`src/rtl/mem_arb_pkg.sv`:
```
// Shared types and defaults for the IF/LS memory port arbiter.
// Imported by the interface, the picker and the top-level arbiter.
package mem_arb_pkg;

   // Arbiter FSM: idle, waiting on memory read latency, one-cycle response.
   typedef enum logic [1:0] {
      ARB_IDLE = 2'd0,
      ARB_WAIT = 2'd1,
      ARB_RESP = 2'd2
   } arb_state_e;

   // Which requester owns the current transaction.
   typedef enum logic {
      OWN_IF = 1'b0,
      OWN_LS = 1'b1
   } owner_e;

   localparam int MEM_LAT_DEF = 2;
   localparam int AW_DEF      = 32;
   localparam int DW_DEF      = 32;

endpackage

```
`src/rtl/mem_port_arbiter_if.sv`:
```
// Bus bundle between the fetch unit, the LSU, the arbiter and the unified
// memory. The arbiter uses the slave modport; the environment uses master.
//
// Handshake: a requester raises *_req with its fields and holds them stable
// until it sees *_gnt high in the same cycle; that cycle is the issue cycle
// and the only cycle the fields are sampled. Dropping req before gnt
// cancels the request. Each grant yields exactly one single-cycle *_rvalid
// pulse later (load data, or store acknowledge with rdata 0).
interface mem_port_arbiter_if #(
   parameter int AW = 32,
   parameter int DW = 32
) ();
   import mem_arb_pkg::*;

   // fetch requester
   logic            i_if_req;
   logic [AW-1:0]   i_if_addr;
   logic            o_if_gnt;
   logic            o_if_rvalid;
   logic [DW-1:0]   o_if_rdata;

   // load/store requester
   logic            i_ls_req;
   logic            i_ls_we;
   logic [AW-1:0]   i_ls_addr;
   logic [DW-1:0]   i_ls_wdata;
   logic [DW/8-1:0] i_ls_bmask;
   logic            o_ls_gnt;
   logic            o_ls_rvalid;
   logic [DW-1:0]   o_ls_rdata;

   // memory side
   logic            o_mem_req;
   logic            o_mem_we;
   logic [AW-1:0]   o_mem_addr;
   logic [DW-1:0]   o_mem_wdata;
   logic [DW/8-1:0] o_mem_bmask;
   logic [DW-1:0]   i_mem_rdata;

   // status / debug
   logic            o_busy;
   arb_state_e      o_dbg_state;

   modport slave (
      input  i_if_req, i_if_addr,
      input  i_ls_req, i_ls_we, i_ls_addr, i_ls_wdata, i_ls_bmask,
      input  i_mem_rdata,
      output o_if_gnt, o_if_rvalid, o_if_rdata,
      output o_ls_gnt, o_ls_rvalid, o_ls_rdata,
      output o_mem_req, o_mem_we, o_mem_addr, o_mem_wdata, o_mem_bmask,
      output o_busy, o_dbg_state
   );

   modport master (
      output i_if_req, i_if_addr,
      output i_ls_req, i_ls_we, i_ls_addr, i_ls_wdata, i_ls_bmask,
      output i_mem_rdata,
      input  o_if_gnt, o_if_rvalid, o_if_rdata,
      input  o_ls_gnt, o_ls_rvalid, o_ls_rdata,
      input  o_mem_req, o_mem_we, o_mem_addr, o_mem_wdata, o_mem_bmask,
      input  o_busy, o_dbg_state
   );

endinterface

```
`src/rtl/arb_pick.sv`:
```
// Two-way requester picker for the memory port arbiter.
// Macro ARB_RR_EN: when defined, ties go to the requester that did not win
// the previous grant; when undefined, LS always beats IF.
// The output is only meaningful when at least one request is high.
module arb_pick
   import mem_arb_pkg::*;
(
   input  logic   i_req_if,
   input  logic   i_req_ls,
   input  owner_e i_last_winner,
   output owner_e o_pick
);

`ifdef ARB_RR_EN
   // Round-robin on a tie; a lone requester always wins.
   always_comb begin
      o_pick = OWN_IF;
      if (i_req_if && i_req_ls) begin
         o_pick = (i_last_winner == OWN_LS) ? OWN_IF : OWN_LS;
      end else if (i_req_ls) begin
         o_pick = OWN_LS;
      end
   end
`else
   // Fixed priority: the LS request belongs to the older instruction.
   logic w_unused_pick_in;
   assign w_unused_pick_in = i_req_if ^ (i_last_winner == OWN_LS);

   // LS wins whenever it asks; otherwise IF.
   always_comb begin
      o_pick = i_req_ls ? OWN_LS : OWN_IF;
   end
`endif

endmodule

```
`src/rtl/mem_port_arbiter.sv`:
```
// Shares one single-port memory between instruction fetch (IF) and
// load/store (LS). One command outstanding at a time; loads wait a fixed
// MEM_LAT cycles for read data, stores are acknowledged the next cycle.
// Macro ARB_RR_EN: round-robin tie-breaking with a last-winner register
// (resets to LS so the first tie goes to IF); default is fixed LS > IF.
// MEM_LAT legal range is 1..15.
module mem_port_arbiter
   import mem_arb_pkg::*;
#(
   parameter int AW      = AW_DEF,
   parameter int DW      = DW_DEF,
   parameter int MEM_LAT = MEM_LAT_DEF
) (
   input  logic                i_clk,
   input  logic                i_reset,
   mem_port_arbiter_if.slave   io_bus
);

   localparam int             CW       = $clog2(MEM_LAT + 1);
   localparam logic [CW-1:0]  CNT_LOAD = CW'(MEM_LAT - 1);

   arb_state_e      r_state;
   arb_state_e      w_next_state;
   owner_e          r_owner;
   owner_e          w_pick;
   owner_e          w_last_winner;
   logic [CW-1:0]   r_cnt;
   logic [DW-1:0]   r_if_rdata;
   logic [DW-1:0]   r_ls_rdata;

   logic            w_arb_en;
   logic            w_gnt_if;
   logic            w_gnt_ls;
   logic            w_gnt_any;
   logic            w_is_store;
   logic            w_cnt_zero;
   logic            w_capture;
   logic [AW-1:0]   w_if_addr;
   logic [AW-1:0]   w_ls_addr;

   assign w_if_addr = io_bus.i_if_addr;
   assign w_ls_addr = io_bus.i_ls_addr;

   // Arbitration happens only in IDLE and RESP; grants are suppressed while
   // reset is asserted so nothing is issued into a core being reset.
   assign w_arb_en   = !i_reset && ((r_state == ARB_IDLE) || (r_state == ARB_RESP));
   assign w_gnt_ls   = w_arb_en && io_bus.i_ls_req && (w_pick == OWN_LS);
   assign w_gnt_if   = w_arb_en && io_bus.i_if_req && (w_pick == OWN_IF);
   assign w_gnt_any  = w_gnt_if || w_gnt_ls;
   assign w_is_store = w_gnt_ls && io_bus.i_ls_we;
   assign w_cnt_zero = (r_cnt == '0);
   assign w_capture  = (r_state == ARB_WAIT) && w_cnt_zero;

`ifdef ARB_RR_EN
   owner_e r_last_winner;

   // Remember who won the most recent grant for round-robin tie-breaking.
   always_ff @(posedge i_clk or posedge i_reset) begin
      if (i_reset) begin
         r_last_winner <= OWN_LS;
      end else if (w_gnt_any) begin
         r_last_winner <= w_pick;
      end
   end

   assign w_last_winner = r_last_winner;
`else
   assign w_last_winner = OWN_LS;
`endif

   arb_pick u_pick (
      .i_req_if      (io_bus.i_if_req),
      .i_req_ls      (io_bus.i_ls_req),
      .i_last_winner (w_last_winner),
      .o_pick        (w_pick)
   );

   // FSM state register.
   always_ff @(posedge i_clk or posedge i_reset) begin
      if (i_reset) begin
         r_state <= ARB_IDLE;
      end else begin
         r_state <= w_next_state;
      end
   end

   // FSM next state: loads wait out the latency, stores respond immediately.
   always_comb begin
      w_next_state = r_state;
      case (r_state)
         ARB_IDLE, ARB_RESP: begin
            if (w_gnt_any) begin
               w_next_state = w_is_store ? ARB_RESP : ARB_WAIT;
            end else begin
               w_next_state = ARB_IDLE;
            end
         end
         ARB_WAIT: begin
            if (w_cnt_zero) begin
               w_next_state = ARB_RESP;
            end
         end
         default: w_next_state = ARB_IDLE;
      endcase
   end

   // Latency counter and owner: loaded on issue, counter runs down in WAIT.
   always_ff @(posedge i_clk or posedge i_reset) begin
      if (i_reset) begin
         r_cnt   <= '0;
         r_owner <= OWN_IF;
      end else begin
         if (w_gnt_any) begin
            r_owner <= w_pick;
         end
         if (w_gnt_any && !w_is_store) begin
            r_cnt <= CNT_LOAD;
         end else if ((r_state == ARB_WAIT) && !w_cnt_zero) begin
            r_cnt <= r_cnt - CW'(1);
         end
      end
   end

   // Read data registers: capture memory data for the owner at the end of
   // WAIT; a store clears LS data so its acknowledge carries 0.
   always_ff @(posedge i_clk or posedge i_reset) begin
      if (i_reset) begin
         r_if_rdata <= '0;
         r_ls_rdata <= '0;
      end else if (w_capture) begin
         if (r_owner == OWN_IF) begin
            r_if_rdata <= io_bus.i_mem_rdata;
         end else begin
            r_ls_rdata <= io_bus.i_mem_rdata;
         end
      end else if (w_is_store) begin
         r_ls_rdata <= '0;
      end
   end

   // FSM outputs: grants and memory command follow the winner combinationally;
   // the owner's rvalid pulses for the single RESP cycle.
   always_comb begin
      io_bus.o_if_gnt    = w_gnt_if;
      io_bus.o_ls_gnt    = w_gnt_ls;
      io_bus.o_mem_req   = 1'b0;
      io_bus.o_mem_we    = 1'b0;
      io_bus.o_mem_addr  = '0;
      io_bus.o_mem_wdata = '0;
      io_bus.o_mem_bmask = '0;
      if (w_gnt_ls) begin
         io_bus.o_mem_req   = 1'b1;
         io_bus.o_mem_we    = io_bus.i_ls_we;
         io_bus.o_mem_addr  = w_ls_addr;
         io_bus.o_mem_wdata = io_bus.i_ls_wdata;
         io_bus.o_mem_bmask = io_bus.i_ls_bmask;
      end else if (w_gnt_if) begin
         io_bus.o_mem_req   = 1'b1;
         io_bus.o_mem_addr  = w_if_addr;
         io_bus.o_mem_bmask = '1;
      end
      io_bus.o_if_rvalid = (r_state == ARB_RESP) && (r_owner == OWN_IF);
      io_bus.o_ls_rvalid = (r_state == ARB_RESP) && (r_owner == OWN_LS);
      io_bus.o_busy      = (r_state != ARB_IDLE);
      io_bus.o_dbg_state = r_state;
   end

   assign io_bus.o_if_rdata = r_if_rdata;
   assign io_bus.o_ls_rdata = r_ls_rdata;

endmodule

```
`src/flat_wrapper.sv`:
```
// flat-port wrapper written by rule: the top's interface ports become plain ports
module mem_port_arbiter_flat import mem_arb_pkg::*;
#(
   parameter int AW      = AW_DEF,
   parameter int DW      = DW_DEF,
   parameter int MEM_LAT = MEM_LAT_DEF
)
  (i_clk, i_reset, io_bus_i_if_req, io_bus_i_if_addr, io_bus_i_ls_req, io_bus_i_ls_we, io_bus_i_ls_addr, io_bus_i_ls_wdata, io_bus_i_ls_bmask, io_bus_i_mem_rdata, io_bus_o_if_gnt, io_bus_o_if_rvalid, io_bus_o_if_rdata, io_bus_o_ls_gnt, io_bus_o_ls_rvalid, io_bus_o_ls_rdata, io_bus_o_mem_req, io_bus_o_mem_we, io_bus_o_mem_addr, io_bus_o_mem_wdata, io_bus_o_mem_bmask, io_bus_o_busy, io_bus_o_dbg_state);
  mem_port_arbiter_if #(.AW(AW), .DW(DW)) io_bus_i ();
  input  logic i_clk;
  input  logic i_reset;
  input wire logic [$bits(io_bus_i.i_if_req)-1:0] io_bus_i_if_req;
  input wire logic [$bits(io_bus_i.i_if_addr)-1:0] io_bus_i_if_addr;
  input wire logic [$bits(io_bus_i.i_ls_req)-1:0] io_bus_i_ls_req;
  input wire logic [$bits(io_bus_i.i_ls_we)-1:0] io_bus_i_ls_we;
  input wire logic [$bits(io_bus_i.i_ls_addr)-1:0] io_bus_i_ls_addr;
  input wire logic [$bits(io_bus_i.i_ls_wdata)-1:0] io_bus_i_ls_wdata;
  input wire logic [$bits(io_bus_i.i_ls_bmask)-1:0] io_bus_i_ls_bmask;
  input wire logic [$bits(io_bus_i.i_mem_rdata)-1:0] io_bus_i_mem_rdata;
  output wire logic [$bits(io_bus_i.o_if_gnt)-1:0] io_bus_o_if_gnt;
  output wire logic [$bits(io_bus_i.o_if_rvalid)-1:0] io_bus_o_if_rvalid;
  output wire logic [$bits(io_bus_i.o_if_rdata)-1:0] io_bus_o_if_rdata;
  output wire logic [$bits(io_bus_i.o_ls_gnt)-1:0] io_bus_o_ls_gnt;
  output wire logic [$bits(io_bus_i.o_ls_rvalid)-1:0] io_bus_o_ls_rvalid;
  output wire logic [$bits(io_bus_i.o_ls_rdata)-1:0] io_bus_o_ls_rdata;
  output wire logic [$bits(io_bus_i.o_mem_req)-1:0] io_bus_o_mem_req;
  output wire logic [$bits(io_bus_i.o_mem_we)-1:0] io_bus_o_mem_we;
  output wire logic [$bits(io_bus_i.o_mem_addr)-1:0] io_bus_o_mem_addr;
  output wire logic [$bits(io_bus_i.o_mem_wdata)-1:0] io_bus_o_mem_wdata;
  output wire logic [$bits(io_bus_i.o_mem_bmask)-1:0] io_bus_o_mem_bmask;
  output wire logic [$bits(io_bus_i.o_busy)-1:0] io_bus_o_busy;
  output wire logic [$bits(io_bus_i.o_dbg_state)-1:0] io_bus_o_dbg_state;
  assign io_bus_i.i_if_req = io_bus_i_if_req;
  assign io_bus_i.i_if_addr = io_bus_i_if_addr;
  assign io_bus_i.i_ls_req = io_bus_i_ls_req;
  assign io_bus_i.i_ls_we = io_bus_i_ls_we;
  assign io_bus_i.i_ls_addr = io_bus_i_ls_addr;
  assign io_bus_i.i_ls_wdata = io_bus_i_ls_wdata;
  assign io_bus_i.i_ls_bmask = io_bus_i_ls_bmask;
  assign io_bus_i.i_mem_rdata = io_bus_i_mem_rdata;
  assign io_bus_o_if_gnt = io_bus_i.o_if_gnt;
  assign io_bus_o_if_rvalid = io_bus_i.o_if_rvalid;
  assign io_bus_o_if_rdata = io_bus_i.o_if_rdata;
  assign io_bus_o_ls_gnt = io_bus_i.o_ls_gnt;
  assign io_bus_o_ls_rvalid = io_bus_i.o_ls_rvalid;
  assign io_bus_o_ls_rdata = io_bus_i.o_ls_rdata;
  assign io_bus_o_mem_req = io_bus_i.o_mem_req;
  assign io_bus_o_mem_we = io_bus_i.o_mem_we;
  assign io_bus_o_mem_addr = io_bus_i.o_mem_addr;
  assign io_bus_o_mem_wdata = io_bus_i.o_mem_wdata;
  assign io_bus_o_mem_bmask = io_bus_i.o_mem_bmask;
  assign io_bus_o_busy = io_bus_i.o_busy;
  assign io_bus_o_dbg_state = io_bus_i.o_dbg_state;
  mem_port_arbiter #(.AW(AW), .DW(DW), .MEM_LAT(MEM_LAT)) u_core (.i_clk(i_clk), .i_reset(i_reset), .io_bus(io_bus_i));
endmodule
```
`config.mk`:
```
export PLATFORM = sky130hd
export DESIGN_NAME = mem_port_arbiter_flat
export DESIGN_NICKNAME = d
export VERILOG_FILES = /design/src/rtl/mem_arb_pkg.sv /design/src/rtl/mem_port_arbiter_if.sv /design/src/rtl/arb_pick.sv /design/src/rtl/mem_port_arbiter.sv /design/src/flat_wrapper.sv
export SDC_FILE = /design/constraint.sdc
export NUM_CORES = 1
export LEC_CHECK = 0
export CORE_AREA = 2 2 108 110
export DETAILED_ROUTE_END_ITERATION = 10
export DIE_AREA = 0 0 110 112
export PLACE_DENSITY = 0.75
export REMOVE_ABC_BUFFERS = 1
export SETUP_SLACK_MARGIN = 0.3
export SYNTH_ARGS = -nofsm -noshare
export SYNTH_HDL_FRONTEND = slang
export SYNTH_SLANG_ARGS = --single-unit
```
`constraint.sdc`:
```
create_clock -name i_clk -period 2.6 [get_ports i_clk]
set_clock_uncertainty 0.15 [all_clocks]
set_input_delay 0.39 -clock i_clk [delete_from_list [all_inputs] [get_ports i_clk]]
set_output_delay 0.39 -clock i_clk [all_outputs]
set_load 0.005 [all_outputs]
```
* After elaboration in Yosys (flattened, before gate mapping)
Cells that the tools add are included.
Storage, ports and cells: flip-flop bits (word level) 69, latch bits 0, memory bits (writable) 0, bits in read-only memories 0, input bits 137, output and inout port bits 141, logic and storage cells 54, memories 0
Cells by class: add/subtract/negate cells 1, multiply operators 0, div/mod/pow operators 0, $lt $le $gt $ge 0, equality and inequality tests 4, shifts and indexed selects 0, mux-type cells 18, bitwise logic cells 2, reductions and logical operators 24
Operators with widths (number):
- $mux 32 | 6
- $logic_and 1x1->1 | 11
- $mux 2 | 5
- $mux 4 | 2
- $reduce_bool 2->1 | 3
- $logic_not 2->1 | 2
- $mux 1 | 4
- $ne 2x1->1 const B | 2
- $pmux 2 s2 | 1
- $reduce_and 2->1 | 2
- $logic_not 1->1 | 3
- $eq 2x1->1 const B | 1
- $eq 2x2->1 const B | 1
- $logic_or 1x1->1 | 2
- $not 1->1 | 2
- $reduce_or 2->1 | 1
- $sub 2x1->2 const B | 1

* Logic depth before layout (Yosys ltp)
Gate-level depths: netlist of the first run.
depth in word-level cells 9, gate-level depth with buffers 7

* Cells and area by module
A second synthesis of the first run with hierarchy kept.
Second synthesis, totals: cells, all modules 322, area, all modules 3683.5 um^2
By module, submodules not included:
- mem_port_arbiter | instances 1, cells each 321, area each 3676.0 um^2, sequential area each 1726.7 um^2
- arb_pick | instances 1, cells each 1, area each 7.5 um^2, sequential area each 0.0 um^2

* Least setup slack after synthesis of the first run
Ideal clock, no wire load.
path kind register to output, from register u_core.r_state[0] (netlist: u_core.io_bus.o_dbg_state[0]), to output port io_bus_o_mem_addr[15], arrival 1.355 ns, required time 2.060 ns, path slack 0.705 ns, cell stages (with the launch flop) 6, path through dfrtp_1 -> buf_6 -> or3b_4 -> nor2_8 -> buf_8 -> a22o_1
Between the ends: word-level cells in the longest chain between the ends 7, elaborated cells between the ends (all ways) 10
RTL lines:
- start: declaration | line mem_port_arbiter.sv:22 | arb_state_e r_state;
- start signal: assignment | line mem_port_arbiter.sv:83 | r_state <= w_next_state;
- $eq 2x2->1 / $logic_not 2->1 (equally long branches) | line mem_port_arbiter.sv:46 | assign w_arb_en = !i_reset && ((r_state == ARB_IDLE) || (r_state == ARB_RESP));
- $logic_or 1x1->1 (*) | line mem_port_arbiter.sv:46
- $logic_and 1x1->1 (*) | line mem_port_arbiter.sv:46
- $logic_and 1x1->1 (*) (2 in a row) | line mem_port_arbiter.sv:48 | assign w_gnt_if = w_arb_en && io_bus.i_if_req && (w_pick == OWN_IF);
- named net io_bus_o_if_gnt | line flat_wrapper.sv:20 | output wire logic [$bits(io_bus_i.o_if_gnt)-1:0] io_bus_o_if_gnt;
- $mux 32 (*) | line mem_port_arbiter.sv:157 | end else if (w_gnt_if) begin
- $mux 32 (*) | line mem_port_arbiter.sv:151 | if (w_gnt_ls) begin
- end: declaration | line flat_wrapper.sv:28 | output wire logic [$bits(io_bus_i.o_mem_addr)-1:0] io_bus_o_mem_addr;
The timed path passes the listed nets; every way through them passes the cells marked *.

* Worst setup path in the final report of the first run
from register u_core.r_state[0] (netlist: u_core.io_bus.o_dbg_state[0]), to output port io_bus_o_mem_wdata[2]
Between the ends: word-level cells in the longest chain between the ends 6, elaborated cells between the ends (all ways) 7
RTL lines:
- $eq 2x2->1 / $logic_not 2->1 (equally long branches) | line mem_port_arbiter.sv:46
- $logic_or 1x1->1 (*) | line mem_port_arbiter.sv:46
- $logic_and 1x1->1 (*) | line mem_port_arbiter.sv:46
- $logic_and 1x1->1 (*) (2 in a row) | line mem_port_arbiter.sv:47 | assign w_gnt_ls = w_arb_en && io_bus.i_ls_req && (w_pick == OWN_LS);
- $mux 32 (*) | line mem_port_arbiter.sv:151
- end: declaration | line flat_wrapper.sv:29 | output wire logic [$bits(io_bus_i.o_mem_wdata)-1:0] io_bus_o_mem_wdata;
Every way passes the cells marked *; elsewhere a longest branch is shown, timed or not.

==> flow_summary_export.csv, run 1 <==
group,metric,value,unit
run_status,run_status,"complete, no violations",
routing,dr.max_layer_used,"met4",
sta,setup_ws,152,ps
placed_design,dpl.hpwl,9850,um
final_layout,area_growth,103,%
final_layout,drive_gt1_share,22.7,%
grt,grt_pass1_wl,19800,um
sta,setup_viol_count_final,0,
power_and_ir_drop,p_per_area,885,nW/um^2
placed_design,portBuffers,277,
routing,wl,13200,um
placed_design,dp_cells,669,
synth,yosys_warnings,0,
cts,clock_tree.htree_level_count,3,
routing,wl_met1,5230,um
synth,synth-seq-cells,69,
cts,numCtsBuffers,9,
sta,finalSetupTns,0,ps
job,cap_violations,0,
cts,clock_tree.root_cell,"clkbuf_16",
worst_setup_path,startpoint_type,"register",
routing,ant_nets,0,
routing,wl_per_cell,18.8,um
grt,grt_start_max_net_pins,37,
synth,synthCells,259,
final_layout,fill_cells,962,
die,coreArea,11200,um^2
die,start_util,29.5,%
grt,antenna_found_initial,0,
die,rows,39,
worst_setup_path,crit_arrival,1910,ps
worst_setup_path,r2r_end,"u_core.io_bus.o_ls_rdata[4]$_DFFE_PP0P_",
final_layout,multi_input_area,1380,um^2
cts,clk_pin_slew,60,ps
die,die_y,112,um
final_layout,antenna_cells,0,
final_layout,seqCellArea,1730,um^2
worst_setup_path,r2r_slack,540,ps
cts,cts_hold_buf,0,
worst_setup_path,required,2060,ps
sta,hold_viol,0,
synth,syn_area,3300,um^2
power_and_ir_drop,internal_power,4.23,mW
die,die_area,12300,um^2
power_and_ir_drop,swShare,28.7,%
cts,clk_latency,330,ps
routing,route.met3.wl,922,um
power_and_ir_drop,ir_worst_vdd,0.450,mV
cts,cts_tree,"yes",
routing,met2WireLength,6800,um
final_layout,layout_commonest_cell,"clkdlybuf4s50_1",
grt,first_global_vias,3646,
power_and_ir_drop,combinationalPowerShare,47.3,%
sta,slew_headroom,44.4,%
placed_design,place_worst_setup_slack,-232,ps
synth,synth_top_area_share,52.4,%
synth,avgSynthCellArea,12.7,um^2
grt,grt.overflow.total,0,
placed_design,place.gp.congestion,0.878,
routing,vias_per_cell,4.82,
worst_hold_path,holdCritPathClass,"in -> async",
grt,grtUsageTotal,21.0,%
worst_setup_path,cp-end-kind,"primary output",
sta,grt_setup_unrepaired,"true",
worst_setup_path,rr_worst_depth,5,
worst_setup_path,worst-setup-path-type,"reg -> out",
worst_setup_path,endpoint,"io_bus_o_mem_wdata[2]",
synth,synth_top_area_cell,"dfrtp_1",
sta,report.final.slew_viol_count,0,
final_layout,nets,692,
sta,post-route-min-period,2450,ps
power_and_ir_drop,p_sw,1.70,mW
synth,synth_seq_area_share,52.4,%
sta,max_freq,409,MHz
routing,drt_iter0_drc,183,
cts,cts_max_path_buffers,2,
die,die_x,110,um
final_layout,layout_common_cells,"230 x clkdlybuf4s50_1, 69 x dfrtp_1, 62 x a22o_1",
worst_setup_path,r2r-start,"u_core.io_bus.o_dbg_state[0]$_DFFE_PP0N_",
synth,yosysUniqueCellTypes,34,
sta,fin_crit_sh,94.1,%
power_and_ir_drop,seq_power_share,32.3,%
worst_setup_path,crit_start,"u_core.io_bus.o_dbg_state[0]$_DFFE_PP0N_",
worst_setup_path,cp_max_fo,27,
sta,worst_slew_pin_slew,832,ps
die,io_pins,278,
cts,clkSinkCount,69,
power_and_ir_drop,leakagePower,3.14,nW
final_layout,layoutNonFillerInstCount,702,
synth,synth.area.top_cells,"dfrtp_1 52%, a22o_1 16%, mux2_2 10%, and3_1 6.1%, buf_4 1.6%",
routing,via_count,3387,
power_and_ir_drop,clockPowerShare,20.4,%
routing,drc,0,
routing,first_pass_iters,4,
-- registers in the layout, summed over array words and instances (netlist names) --
name,count
u_core.io_bus.o_dbg_state,2
u_core.io_bus.o_ls_rdata,32
u_core.io_bus.o_if_rdata,32
u_core.r_cnt,2
u_core.r_owner,1
-- routing by layer --
layer  vias up  track usage [%]
met5         -                0
met4         0             7.00
met3        17             5.04
met2       162             36.5
met1      1638             25.0
li1       1570                -
-- synth_stat cells, drive strengths merged --
| master | count |
|---|---|
| a21oi | 4 |
| a221oi | 1 |
| clkbuf | 7 |
| nand2 | 3 |
| o31ai | 1 |
| nand3b | 1 |
| and4b | 1 |
| o21ai | 1 |
| ha | 1 |
| and3 | 32 |
| nor3b | 2 |
| buf | 18 |
| and4bb | 1 |
| and3b | 1 |
| inv | 9 |
| dfrtp | 69 |
| nor2 | 5 |
| and2 | 1 |
| a21o | 1 |
| xnor2 | 1 |
| or3b | 1 |
| a22o | 64 |
| o211ai | 1 |
| or2 | 1 |
| mux2 | 32 |
-- cells by family (layout without fill, tap and decap cells) --
| group | Yosys count | in the layout | synth area share, % |
|---|---|---|---|
| AND/OR/NAND/NOR | 49 | 49 | 10.6 |
| XOR/XNOR | 1 | 1 | 0.266 |
| AO/OA/AOI/OAI | 73 | 73 | 19.3 |
| multiplexers | 32 | 32 | 10.9 |
| buffers and inverters | 34 | 334 | 6.19 |
| flip-flops | 69 | 69 | 52.4 |
| adder cells (fa/ha/maj) | 1 | 1 | 0.380 |
-- worst max-delay path: stages, from the launching register on --
cell             delay, ps
dfrtp_1                400
buf_6                  130
nor2_4                 130
buf_12                 170
and3_1                 220
clkdlybuf4s50_1        520
-- layout make-up --
| type | count | share of cell area, % |
|---|---|---|
| Inverter | 9 | 0.504 |
| Clock buffer | 9 | 3.36 |
| Tap cell | 143 | 2.67 |
| Clock inverter | 7 | 1.10 |
| Sequential cell | 69 | 25.8 |
| Multi-Input combinational cell | 156 | 20.6 |
| Timing Repair Buffer | 309 | 46.0 |
-- what timing repair did --
item                                    4_1_cts  5_1_grt
setup buffers                                10        3
pin swaps                                    15       13
hold endpoints to repair                      0        0
cloned                                        3        1
gates resized for setup                     160       14
endpoints found under the setup margin       72       96
-- through the flow --
stage          total power [mW]  utilization, %  hold WS (ps)  instance area [um^2]
3_3_place_gp               4.60            55.9           319                  6240
5_1_grt                    6.28            60.0           297                  6700
2_1_floorplan              2.81               -           333                  3130
6_report                   5.93            60.0           252                  6700
4_1_cts                    5.95            59.1           261                  6610
3_5_place_dp               4.67            55.9           328                  6240
-- power groups by stage --
stage	clock, mW	sequential [mW]	combinational (mW)
2_1_floorplan	0	1.94	0.875
6_report	1.21	1.92	2.81
4_1_cts	1.23	1.92	2.80
3_3_place_gp	0	1.90	2.69
5_1_grt	1.28	1.98	3.02
3_5_place_dp	0	1.92	2.75
-- worst min path at each step --
stage / end / startpoint / slack (ps) / cells past startpoint
after CTS: u_core.io_bus.o_if_rdata[16]$_DFFE_PP0P_ / i_reset / 260 / 3
final: u_core.io_bus.o_dbg_state[0]$_DFFE_PP0N_ / i_reset / 250 / 3
after global placement: u_core.io_bus.o_if_rdata[21]$_DFFE_PP0P_ / u_core.io_bus.o_if_rdata[21]$_DFFE_PP0P_ / 320 / 1
after floorplan: u_core.io_bus.o_if_rdata[19]$_DFFE_PP0P_ / u_core.io_bus.o_if_rdata[19]$_DFFE_PP0P_ / 330 / 1
after detailed placement: u_core.io_bus.o_if_rdata[21]$_DFFE_PP0P_ / u_core.io_bus.o_if_rdata[21]$_DFFE_PP0P_ / 330 / 1
after global routing: u_core.r_owner$_DFFE_PP0P_ / i_reset / 300 / 3
Power figures use the tool's default switching activity.
==> run 2: changes to the inputs <==
--- a/config.mk
+++ b/config.mk
@@ -8,7 +8,7 @@
 export CORE_AREA = 2 2 108 110
 export DETAILED_ROUTE_END_ITERATION = 10
 export DIE_AREA = 0 0 110 112
-export PLACE_DENSITY = 0.75
+export PLACE_DENSITY = 0.87
 export REMOVE_ABC_BUFFERS = 1
 export SETUP_SLACK_MARGIN = 0.3
 export SYNTH_ARGS = -nofsm -noshare
==> run 2 against run 1 <==
  * Maximum frequency fell by 0.48%
  * Sequential cell count did not move
  * Wire length rose by 5.0%
  * Die area did not move
  * Final area rose by 1.3%
  * Non-clock buffer count rose by 17
  * Worst hold slack improved by 83 ps
  * Cell count rose by 2.4%
  * Core utilization rose by 0.77 points
  * Largest cell class unchanged
==> flow_summary_export.csv, run 2 (synthesis results as in run 1) <==
group,metric,value,unit
run_status,run_status,"complete, no violations",
grt,grtUsageTotal,22.1,%
final_layout,drive_gt1_share,25.8,%
power_and_ir_drop,internal_power,4.37,mW
final_layout,layout_common_cells,"203 x clkdlybuf4s50_1, 68 x dfrtp_1, 61 x a22o_1",
routing,vias_per_cell,4.95,
power_and_ir_drop,clockPowerShare,20.7,%
worst_setup_path,crit_start,"u_core.io_bus.o_dbg_state[0]$_DFFE_PP0N_",
cts,cts_hold_buf,0,
worst_setup_path,cp_max_fo,5,
die,die_x,110,um
final_layout,nets,709,
die,start_util,29.5,%
worst_setup_path,startpoint_type,"register",
cts,clkSinkCount,69,
final_layout,fin_util,60.8,%
placed_design,portBuffers,277,
worst_setup_path,cp-end-kind,"primary output",
worst_setup_path,required,2060,ps
die,die_area,12300,um^2
grt,grt_start_max_net_pins,70,
worst_setup_path,crit_arrival,1920,ps
sta,worst_slew_pin_slew,819,ps
die,coreArea,11200,um^2
job,cap_violations,0,
worst_setup_path,r2r-start,"u_core.io_bus.o_dbg_state[0]$_DFFE_PP0N_",
sta,setup_viol_count_final,0,
cts,clock_tree.htree_level_count,3,
sta,finalSetupTns,0,ps
sta,max_freq,407,MHz
grt,antenna_found_initial,5,
cts,numCtsBuffers,9,
power_and_ir_drop,p_per_area,891,nW/um^2
grt,first_global_vias,3779,
die,rows,39,
sta,post-route-min-period,2460,ps
final_layout,seqCellArea,1730,um^2
final_layout,fill_cells,863,
power_and_ir_drop,combinationalPowerShare,47.5,%
worst_hold_path,min_from,"u_core.io_bus.o_if_rdata[21]$_DFFE_PP0P_",
sta,slew_headroom,45.3,%
routing,first_pass_iters,4,
power_and_ir_drop,seq_power_share,31.8,%
die,die_y,112,um
worst_hold_path,holdCritPathClass,"reg -> reg",
final_layout,layout_commonest_cell,"clkdlybuf4s50_1",
routing,ant_nets,0,
routing,wl,13800,um
final_layout,multi_input_area,1400,um^2
power_and_ir_drop,leakagePower,3.33,nW
routing,drc,0,
placed_design,dpl.hpwl,10300,um
die,io_pins,278,
cts,clk_pin_slew,50,ps
final_layout,area_growth,106,%
power_and_ir_drop,p_total,6.05,mW
routing,wl_per_cell,19.2,um
power_and_ir_drop,ir_worst_vdd,0.629,mV
cts,cts_max_path_buffers,2,
sta,fin_crit_sh,94.6,%
routing,via_count,3558,
routing,drt_iter0_drc,283,
cts,clock_tree.root_cell,"clkbuf_16",
sta,grt_setup_unrepaired,"true",
sta,report.final.slew_viol_count,0,
power_and_ir_drop,swShare,27.8,%
grt,grt.overflow.total,0,
cts,cts_tree,"yes",
sta,hold_viol,0,
cts,clk_latency,320,ps
power_and_ir_drop,p_sw,1.68,mW
worst_setup_path,worst-setup-path-type,"reg -> out",
grt,grt_pass1_wl,20500,um
placed_design,place.gp.congestion,0.928,
## run 2: area by class of cell
class                   instances  share of cell area, %
flip-flops and latches         69                   25.5
multi-input cells             156                   20.6
clock inverters                 2                  0.885
inverters                       9                  0.498
repair buffers                326                   46.3
clock buffers                  11                   3.58
diodes                          3                  0.111
well taps                     143                   2.64
## run 2: worst paths after layout
check | to | slack [ps] | cells past startpoint
worst max register to register | u_core.io_bus.o_ls_rdata[13]$_DFFE_PP0P_ | 560 | 5
worst max-delay path | io_bus_o_mem_addr[6] | 140 | 7
worst min-delay path | u_core.io_bus.o_if_rdata[21]$_DFFE_PP0P_ | 330 | 1
min in group asynchronous | u_core.r_owner$_DFFE_PP0P_ | 430 | 5
worst min register to register | u_core.io_bus.o_if_rdata[21]$_DFFE_PP0P_ | 330 | 1
max in group asynchronous | u_core.io_bus.o_if_rdata[18]$_DFFE_PP0P_ | 1590 | 5
## run 2: repair_timing
item	CTS	global route
gates resized for setup	193	24
pin swaps	21	18
setup buffers	14	9
endpoints found under the setup margin	73	43
gates cloned	6	0
## run 2: worst max-delay path, cell delays in order (launching register included)
cell	delay, ps
dfrtp_2	430
or3b_4	420
nor2_8	160
buf_6	120
buf_6	110
buf_16	110
a22o_1	130
buf_2	110
## run 2: power groups by stage
stage               sequential [mW]  combinational, mW  clock [mW]
finish                         1.93               2.87        1.25
global route                   1.99               3.07        1.33
CTS                            1.93               2.85        1.28
detailed placement             1.94               2.74           0
global placement               1.90               2.68           0
floorplan                      1.94              0.875           0
## run 2: layer usage
| metal | GRT usage, % | share of wire (%) | up-vias |
|---|---|---|---|
| li1 | - | - | 1603 |
| met1 | 24.0 | 36 | 1698 |
| met2 | 38.3 | 52 | 219 |
| met3 | 8.20 | 9.6 | 34 |
| met4 | 9.03 | 2.8 | 4 |
| met5 | 0 | 0.24 | - |
## run 2: through the flow
| stage | cells | worst slack (ps) | area (um^2) | hold WS (ps) |
|---|---|---|---|---|
| after global routing | 716 | 68.9 | 6780 | 355 |
| after floorplan | 234 | 194 | 3130 | 333 |
| after CTS | 707 | 92.4 | 6710 | 335 |
| after global placement | 674 | -166 | 6260 | 320 |
| final | 719 | 140 | 6790 | 335 |
| after detailed placement | 674 | -230 | 6260 | 324 |
